[config.mk]
export PLATFORM = sky130hd
export DESIGN_NAME = id_ex_stage
export DESIGN_NICKNAME = d
export VERILOG_FILES = /design/src/rtl/id_ex_stage.sv
export SDC_FILE = /design/constraint.sdc
export NUM_CORES = 1
export LEC_CHECK = 0
export ABC_AREA = 1
export BUFFER_PORTS_ARGS = -buffer_cell sky130_fd_sc_hd__buf_4
export CORE_MARGIN = 3
export CORE_UTILIZATION = 35
export DETAILED_ROUTE_END_ITERATION = 8
export PLACE_DENSITY = 0.68
export SLEW_MARGIN = 20
export SYNTH_ARGS = -nofsm -noshare
export SYNTH_HDL_FRONTEND = slang
export SYNTH_SLANG_ARGS = --single-unit
[constraint.sdc]
create_clock -name Clk -period 3.65 [get_ports Clk]
set_input_delay 0.365 -clock Clk [delete_from_list [all_inputs] [get_ports Clk]]
set_output_delay 0.365 -clock Clk [all_outputs]
set_load 0.01 [all_outputs]
[src/rtl/id_ex_stage.sv]
// ID/EX pipeline register with load-use hazard detection, flush/stall handling
// and a saturating count of inserted bubbles.
module id_ex_stage #(
  parameter int DATA_W = 32,
  parameter int CTRL_W = 10,
  parameter int CNT_W  = 16
) (
  input  logic              Clk,
  input  logic              Rst_n,
  input  logic              ID_Valid,
  input  logic [DATA_W-1:0] ID_RsData,
  input  logic [DATA_W-1:0] ID_RtData,
  input  logic [DATA_W-1:0] ID_Imm,
  input  logic [4:0]        ID_Rs,
  input  logic [4:0]        ID_Rt,
  input  logic [4:0]        ID_Rd,
  input  logic [CTRL_W-1:0] ID_Ctrl,
  input  logic              ID_MemRead,
  input  logic              Stall,
  input  logic              Flush,
  output logic              EX_Valid,
  output logic [DATA_W-1:0] EX_RsData,
  output logic [DATA_W-1:0] EX_RtData,
  output logic [DATA_W-1:0] EX_Imm,
  output logic [4:0]        EX_Rs,
  output logic [4:0]        EX_Rt,
  output logic [4:0]        EX_Rd,
  output logic [CTRL_W-1:0] EX_Ctrl,
  output logic              EX_MemRead,
  output logic              HazardStall,
  output logic [CNT_W-1:0]  BubbleCount
);

  logic              valid_reg, valid_next;
  logic [DATA_W-1:0] rs_data_reg, rs_data_next;
  logic [DATA_W-1:0] rt_data_reg, rt_data_next;
  logic [DATA_W-1:0] imm_reg, imm_next;
  logic [4:0]        rs_reg, rs_next;
  logic [4:0]        rt_reg, rt_next;
  logic [4:0]        rd_reg, rd_next;
  logic [CTRL_W-1:0] ctrl_reg, ctrl_next;
  logic              mem_read_reg, mem_read_next;
  logic [CNT_W-1:0]  bubble_cnt_reg, bubble_cnt_next;
  logic              hazard;
  logic              count_bubble;

  // A squashed ID slot needs no stall, so Flush masks the hazard outright.
  always_comb begin
    hazard = 1'b0;
    if (!Flush && valid_reg && mem_read_reg && ID_Valid && (rt_reg != 5'd0) &&
        ((rt_reg == ID_Rs) || (rt_reg == ID_Rt)))
      hazard = 1'b1;
  end

  always_comb begin
    valid_next    = valid_reg;
    rs_data_next  = rs_data_reg;
    rt_data_next  = rt_data_reg;
    imm_next      = imm_reg;
    rs_next       = rs_reg;
    rt_next       = rt_reg;
    rd_next       = rd_reg;
    ctrl_next     = ctrl_reg;
    mem_read_next = mem_read_reg;
    count_bubble  = 1'b0;
    if (Flush || (!Stall && hazard)) begin
      valid_next    = 1'b0;
      rs_data_next  = '0;
      rt_data_next  = '0;
      imm_next      = '0;
      rs_next       = '0;
      rt_next       = '0;
      rd_next       = '0;
      ctrl_next     = '0;
      mem_read_next = 1'b0;
      // Flushing an empty slot is not a lost instruction, so it is not counted.
      count_bubble  = Flush ? ID_Valid : 1'b1;
    end else if (!Stall) begin
      valid_next    = ID_Valid;
      rs_data_next  = ID_RsData;
      rt_data_next  = ID_RtData;
      imm_next      = ID_Imm;
      rs_next       = ID_Rs;
      rt_next       = ID_Rt;
      rd_next       = ID_Rd;
      ctrl_next     = ID_Valid ? ID_Ctrl : '0;
      mem_read_next = ID_Valid & ID_MemRead;
    end
  end

  always_comb begin
    bubble_cnt_next = bubble_cnt_reg;
    if (count_bubble && (bubble_cnt_reg != {CNT_W{1'b1}}))
      bubble_cnt_next = bubble_cnt_reg + {{(CNT_W-1){1'b0}}, 1'b1};
  end

  always_ff @(posedge Clk) begin
    if (!Rst_n) begin
      valid_reg      <= 1'b0;
      rs_data_reg    <= '0;
      rt_data_reg    <= '0;
      imm_reg        <= '0;
      rs_reg         <= '0;
      rt_reg         <= '0;
      rd_reg         <= '0;
      ctrl_reg       <= '0;
      mem_read_reg   <= 1'b0;
      bubble_cnt_reg <= '0;
    end else begin
      valid_reg      <= valid_next;
      rs_data_reg    <= rs_data_next;
      rt_data_reg    <= rt_data_next;
      imm_reg        <= imm_next;
      rs_reg         <= rs_next;
      rt_reg         <= rt_next;
      rd_reg         <= rd_next;
      ctrl_reg       <= ctrl_next;
      mem_read_reg   <= mem_read_next;
      bubble_cnt_reg <= bubble_cnt_next;
    end
  end

  assign EX_Valid    = valid_reg;
  assign EX_RsData   = rs_data_reg;
  assign EX_RtData   = rt_data_reg;
  assign EX_Imm      = imm_reg;
  assign EX_Rs       = rs_reg;
  assign EX_Rt       = rt_reg;
  assign EX_Rd       = rd_reg;
  assign EX_Ctrl     = ctrl_reg;
  assign EX_MemRead  = mem_read_reg;
  assign HazardStall = hazard;
  assign BubbleCount = bubble_cnt_reg;

endmodule
Yosys cells after proc, flatten, opt, wreduce, memory -nomap -nowiden
Cells that the tools add are included.
{"block": "classes", "addsub": 1, "eq_ne": 3, "mux": 4, "bitwise_logic": 2, "reduce_logical": 13}
{"operator": "adder 16 x 1 -> 16 bit (second input constant)", "n": 1}
{"operator": "!= test 16 bit (second input constant)", "n": 1}
{"operator": "== test 5 bit", "n": 2}
{"operator": "2-to-1 mux 10 bit", "n": 1}
{"operator": "logical AND 1 bit", "n": 7}
{"operator": "nonzero test 5 bit", "n": 1}
{"operator": "2-to-1 mux 1 bit", "n": 3}
{"operator": "logical NOT 1 bit", "n": 2}
{"operator": "logical OR 1 bit", "n": 2}
{"operator": "OR reduction 2 bit", "n": 1}
{"operator": "AND 1 bit", "n": 1}
{"operator": "inverter 1 bit", "n": 1}
{"block": "totals", "register_bits": 139, "inputBits": 127, "output_inout_bits": 140, "elab_cells": 33}

Depth between registers and ports, before layout
{"block": "depth", "depth_word": 11, "ltp_mapped": 12, "mapped_depth_nobuf": 12}

Worst setup path before layout
OpenSTA, ideal clock, no wires.
{"block": "synth_path", "path_type": "flip-flop to flip-flop", "startpoint": "register bubble_cnt_reg[0], in the netlist BubbleCount[0]", "endpoint": "register bubble_cnt_reg[3], in the netlist BubbleCount[3]", "setup_time_ps": 113, "t_arrival_ps": 1431, "required_ps": 3537, "slack_ps": 2107, "path_stages_with_launch": 12, "synth_period_minus_slack_ps": 1543, "cell_sequence": "dfxtp_1 > ha_1 > nand2_1 > nor2_1 > nand2_1 > o21ai_2 > buf_6 > nor2_1 > nand2_1 > nand2_1 > nand2_1 > nor2_1"}
{"block": "synth_via", "elab_chain_cells": 2}
{"item": "from (decl)", "line": "43", "source": "logic [CNT_W-1:0] bubble_cnt_reg, bubble_cnt_next;"}
{"item": "from (signal assigned)", "line": "119", "source": "bubble_cnt_reg <= bubble_cnt_next;"}
{"item": "parallel branches: the longest is 2 deep, another holds adder 16 x 1 -> 16 bit"}
Parallel ways; which one is timed is not known.
A chain may end at the register's enable or synchronous reset.

Worst setup path after layout
{"block": "layout_path", "startpoint": "register rt_reg[0], in the netlist EX_Rt[0]", "endpoint": "register rt_data_reg[16], in the netlist EX_RtData[16]"}
{"block": "layout_via", "elab_chain_cells": 7}
{"item": "from (decl)", "line": "39", "source": "logic [4:0] rt_reg, rt_next;"}
{"item": "from (signal assigned)", "line": "115", "source": "rt_reg <= rt_next;"}
{"item": "== test 5 bit or nonzero test 5 bit (tied branches)", "line": "51, 50"}
{"item": "logical OR 1 bit or logical AND 1 bit (tied branches)", "line": "51, 50"}
{"item": "logical AND 1 bit (*)", "line": "50", "source": "if (!Flush && valid_reg && mem_read_reg && ID_Valid && (rt_reg != 5'd0) &&"}
{"item": "2-to-1 mux 1 bit (*)", "line": "50"}
{"item": "logical AND 1 bit (*)", "line": "66", "source": "if (Flush || (!Stall && hazard)) begin"}
{"item": "logical OR 1 bit (*)", "line": "66"}
{"item": "OR reduction 2 bit (no line) (*)"}
{"item": "to (signal assigned)", "line": "112", "source": "rt_data_reg <= rt_data_next;"}
{"item": "to (decl)", "line": "36", "source": "logic [DATA_W-1:0] rt_data_reg, rt_data_next;"}
Every way passes the cells marked *; elsewhere a longest branch is shown, timed or not.

==> summary.md <==
| Metric | Value |
|---|---|
| Status | `completed` |
| Reg2Reg Setup Slack | `1.48 ns` |
| Period utilization | `0.593` |
| Post-cts sizing count | `0` |
| RSZ-0062 raised after global routing | `false` |
| Area Overhead vs Synth | `47.5%` |
| Routed vias/inst | `4.55` |
| Die width | `132 um` |
| Worst Skew | `0.00705 ns` |
| Sequential area share after synthesis | `0.499` |
| Area fraction of the dominant cell type after synthesis | `0.499` |
| HPWL after DPL | `11500 um` |
| Critical path endpoint category | `flop` |
| Max VDD drop | `0.000297 V` |
| Post-Syn Instances | `727` |
| Synth warnings | `0` |
| Peak Freq | `462 MHz` |
| Hold path start | `ID_RsData[9]` |
| Total congestion overflow | `0` |
| DRC | `0` |
| Syn nets | `855` |
| Final WL | `16400 um` |
| Asr flop ratio synth | `0` |
| CP required | `3.94 ns` |
| GRT Total Usage | `0.184` |
| Avg Cell Area, Syn | `7.68 um2` |
| Die outline height | `132 um` |
| Clock tree buffer depth | `2` |
| Leakage power | `3.69 nW` |
| # hold bufs at CTS | `0` |
| EDFF count, synth | `0` |
| Post-CTS Setup Bufs | `0` |
| CP Max Fanout | `39` |
| #FFs+latches synth | `139` |
| CTS H-tree lvls | `4` |
| DR WL/cell | `13.7 um` |
| Hold Crit Endpoint | `EX_RsData[9]` |
| Inserted Clock Buffers | `17` |
| Core ar. | `15400 um2` |
| Post-Syn Area | `5580 um2` |
| FP Rows | `45` |
| Least-Margin Pin Slew | `0.859 ns` |
| # nets final | `1100` |
| Netlist cell types | `28` |
| Hold-critical path depth | `3` |
| Critical path arrival | `2.45 ns` |
| Largest net degree at the start of global routing | `85` |
| Initial core utilization | `0.362` |
| Die area | `17500 um2` |
| Layout cells sized above 1 | `0.374` |
| PwrDens | `450 nW/um2` |
| Initial DRC Count | `298` |
| First-pass GRT wire length | `26300 um` |
| Worst-Skew Late Latency | `0.41 ns` |
| Post-route ant nets | `0` |
| Setup TNS | `0 ns` |
| DR pass1 iterations | `4` |
| WS Path Type | `reg -> reg` |
| Reg2reg path depth | `10` |
| Routability cong. | `0.808` |
| Inserted Diodes | `0` |
| Final Max Slew Viols | `0` |
| RR Startpoint | `EX_Rt[0]` |
| MaxCap Viol Count | `0` |
| Rel. slew slack | `0.427` |
| Final Hold Viols | `0` |
| Port bufs | `266` |
| Crit path launch type | `flop` |
| Total number of vias | `5440` |
| Area leader, netlist | `dfxtp_1` |
| Root buffer cell | `clkbuf_16` |
| Worst-path clk slew | `0.06 ns` |
| Vias in the first global route | `5193` |
| Final min period | `2.17 ns` |
| Primary FF master, synth | `dfxtp_1` |
| I/O Pins | `267` |
| FF-to-FF End | `EX_RtData[16]` |
| Clock sinks | `139` |
| TritonCTS clock tree | `yes` |
| Setup-failing EPs final | `0` |
| Fin util | `0.534` |
| Hold crit path type | `in -> reg` |
| Top cells by area, synth | `dfxtp_1 (50%), nand2_1 (18%), a21oi_2 (8.0%)` |
| FILL cells | `1487` |
| Initial antenna violation count | `0` |
-- power by group --
part           leakage [nW]  switching, mW  total, mW  internal (mW)
logic                  2.28          0.199      0.392          0.193
registers              1.13         0.0283       1.59           1.56
clock network         0.279          0.647       1.72           1.07
total                  3.69          0.875       3.70           2.83
-- critical path: stages (launching register included) --
cell     delay, ns
dfxtp_1       0.43
inv_2         0.07
nand2_1       0.06
nand2_1       0.05
nor2_1        0.15
nand3_1       0.13
nand2_2       0.10
nand3_4       0.09
nand3_4       0.41
buf_4         0.47
a21oi_2       0.06
-- cell type report --
cell class / count / area (um2) / area share
flip-flops and latches: 139 / 2780 / 0.338
repair buffers: 271 / 2050 / 0.249
multi-input cells: 508 / 2410 / 0.293
clock buffers: 21 / 480 / 0.0583
inverters: 35 / 133 / 0.0161
clock inverters: 10 / 116 / 0.0141
well taps: 211 / 264 / 0.0321
-- placed cells by master (no fill, tap or decap), types with 11 or more instances in the layout --
cell       instances
a21oi_2           51
a22oi_1           11
a21oi_1           65
nand2_1          271
buf_4            270
nand3_1           19
dfxtp_1          139
inv_1             28
clkbuf_16         17
nor2_1            61
-- state kept, by name, summed over array words and instances, names as in the netlist --
signal	cells
EX_RtData	32
EX_Imm	32
EX_RsData	32
EX_Rd	5
BubbleCount	16
EX_Valid	1
EX_Rs	5
EX_Rt	5
EX_MemRead	1
EX_Ctrl	10
-- cell usage after synthesis, types with 3 or more instances --
cell type    n
nand2_1    271
nor2_1      61
buf_2        9
inv_2        6
a21oi_2     51
buf_1        3
a22oi_1     11
dfxtp_1    139
nor3_1       5
buf_6        9
inv_1       29
clkbuf_1    22
a21oi_1     65
o21ai_0      9
nand3_1     19
-- per-stage QoR --
stage                     power (mW)  setup WS, ns  hold WS, ns  instance area, um2  instances
after global placement          2.02          1.44        0.446                7640       1164
after CTS                       3.75          1.47        0.178                8240       1195
after floorplan                 1.81          2.11        0.480                5580        727
final                           3.70          1.48        0.203                8240       1195
after global routing            3.85          1.31        0.188                8240       1195
after detailed placement        2.02          1.41        0.451                7640       1164
-- routing by layer --
metal  up-vias  global-route usage  routed length (um)
met5         -                   0                   0
met4         0              0.0843                 495
met3        32              0.0672                1220
met2       182               0.295                7790
met1      2424               0.221                6920
li1       2802                   -                   -
-- cells by family after synthesis --
| family | Yosys count | share of synthesized area |
|---|---|---|
| AOI/OAI and AO/OA | 137 | 0.163 |
| xor gates and xnor gates | 2 | 0.00314 |
| adders and majority gates | 1 | 0.00224 |
| buffers and inverters | 80 | 0.0693 |
| DFF | 139 | 0.499 |
| and+or+nand+nor | 368 | 0.264 |
-- how the worst max path moves through the flow --
| stage | startpoint | to | slack, ns | depth (start not counted) |
|---|---|---|---|---|
| 6_report | EX_Rt[0] | EX_RtData[16] | 1.48 | 10 |
| 5_1_grt | EX_Rt[0] | EX_Imm[16] | 1.31 | 10 |
| 4_1_cts | EX_Rt[0] | EX_RtData[16] | 1.47 | 10 |
| 3_5_place_dp | Flush | EX_RtData[16] | 1.41 | 10 |
| 3_3_place_gp | Stall | EX_RtData[2] | 1.44 | 6 |
| 2_1_floorplan | BubbleCount[0] | BubbleCount[3] | 2.11 | 11 |
No activity file was read; power rests on OpenSTA's default activity.
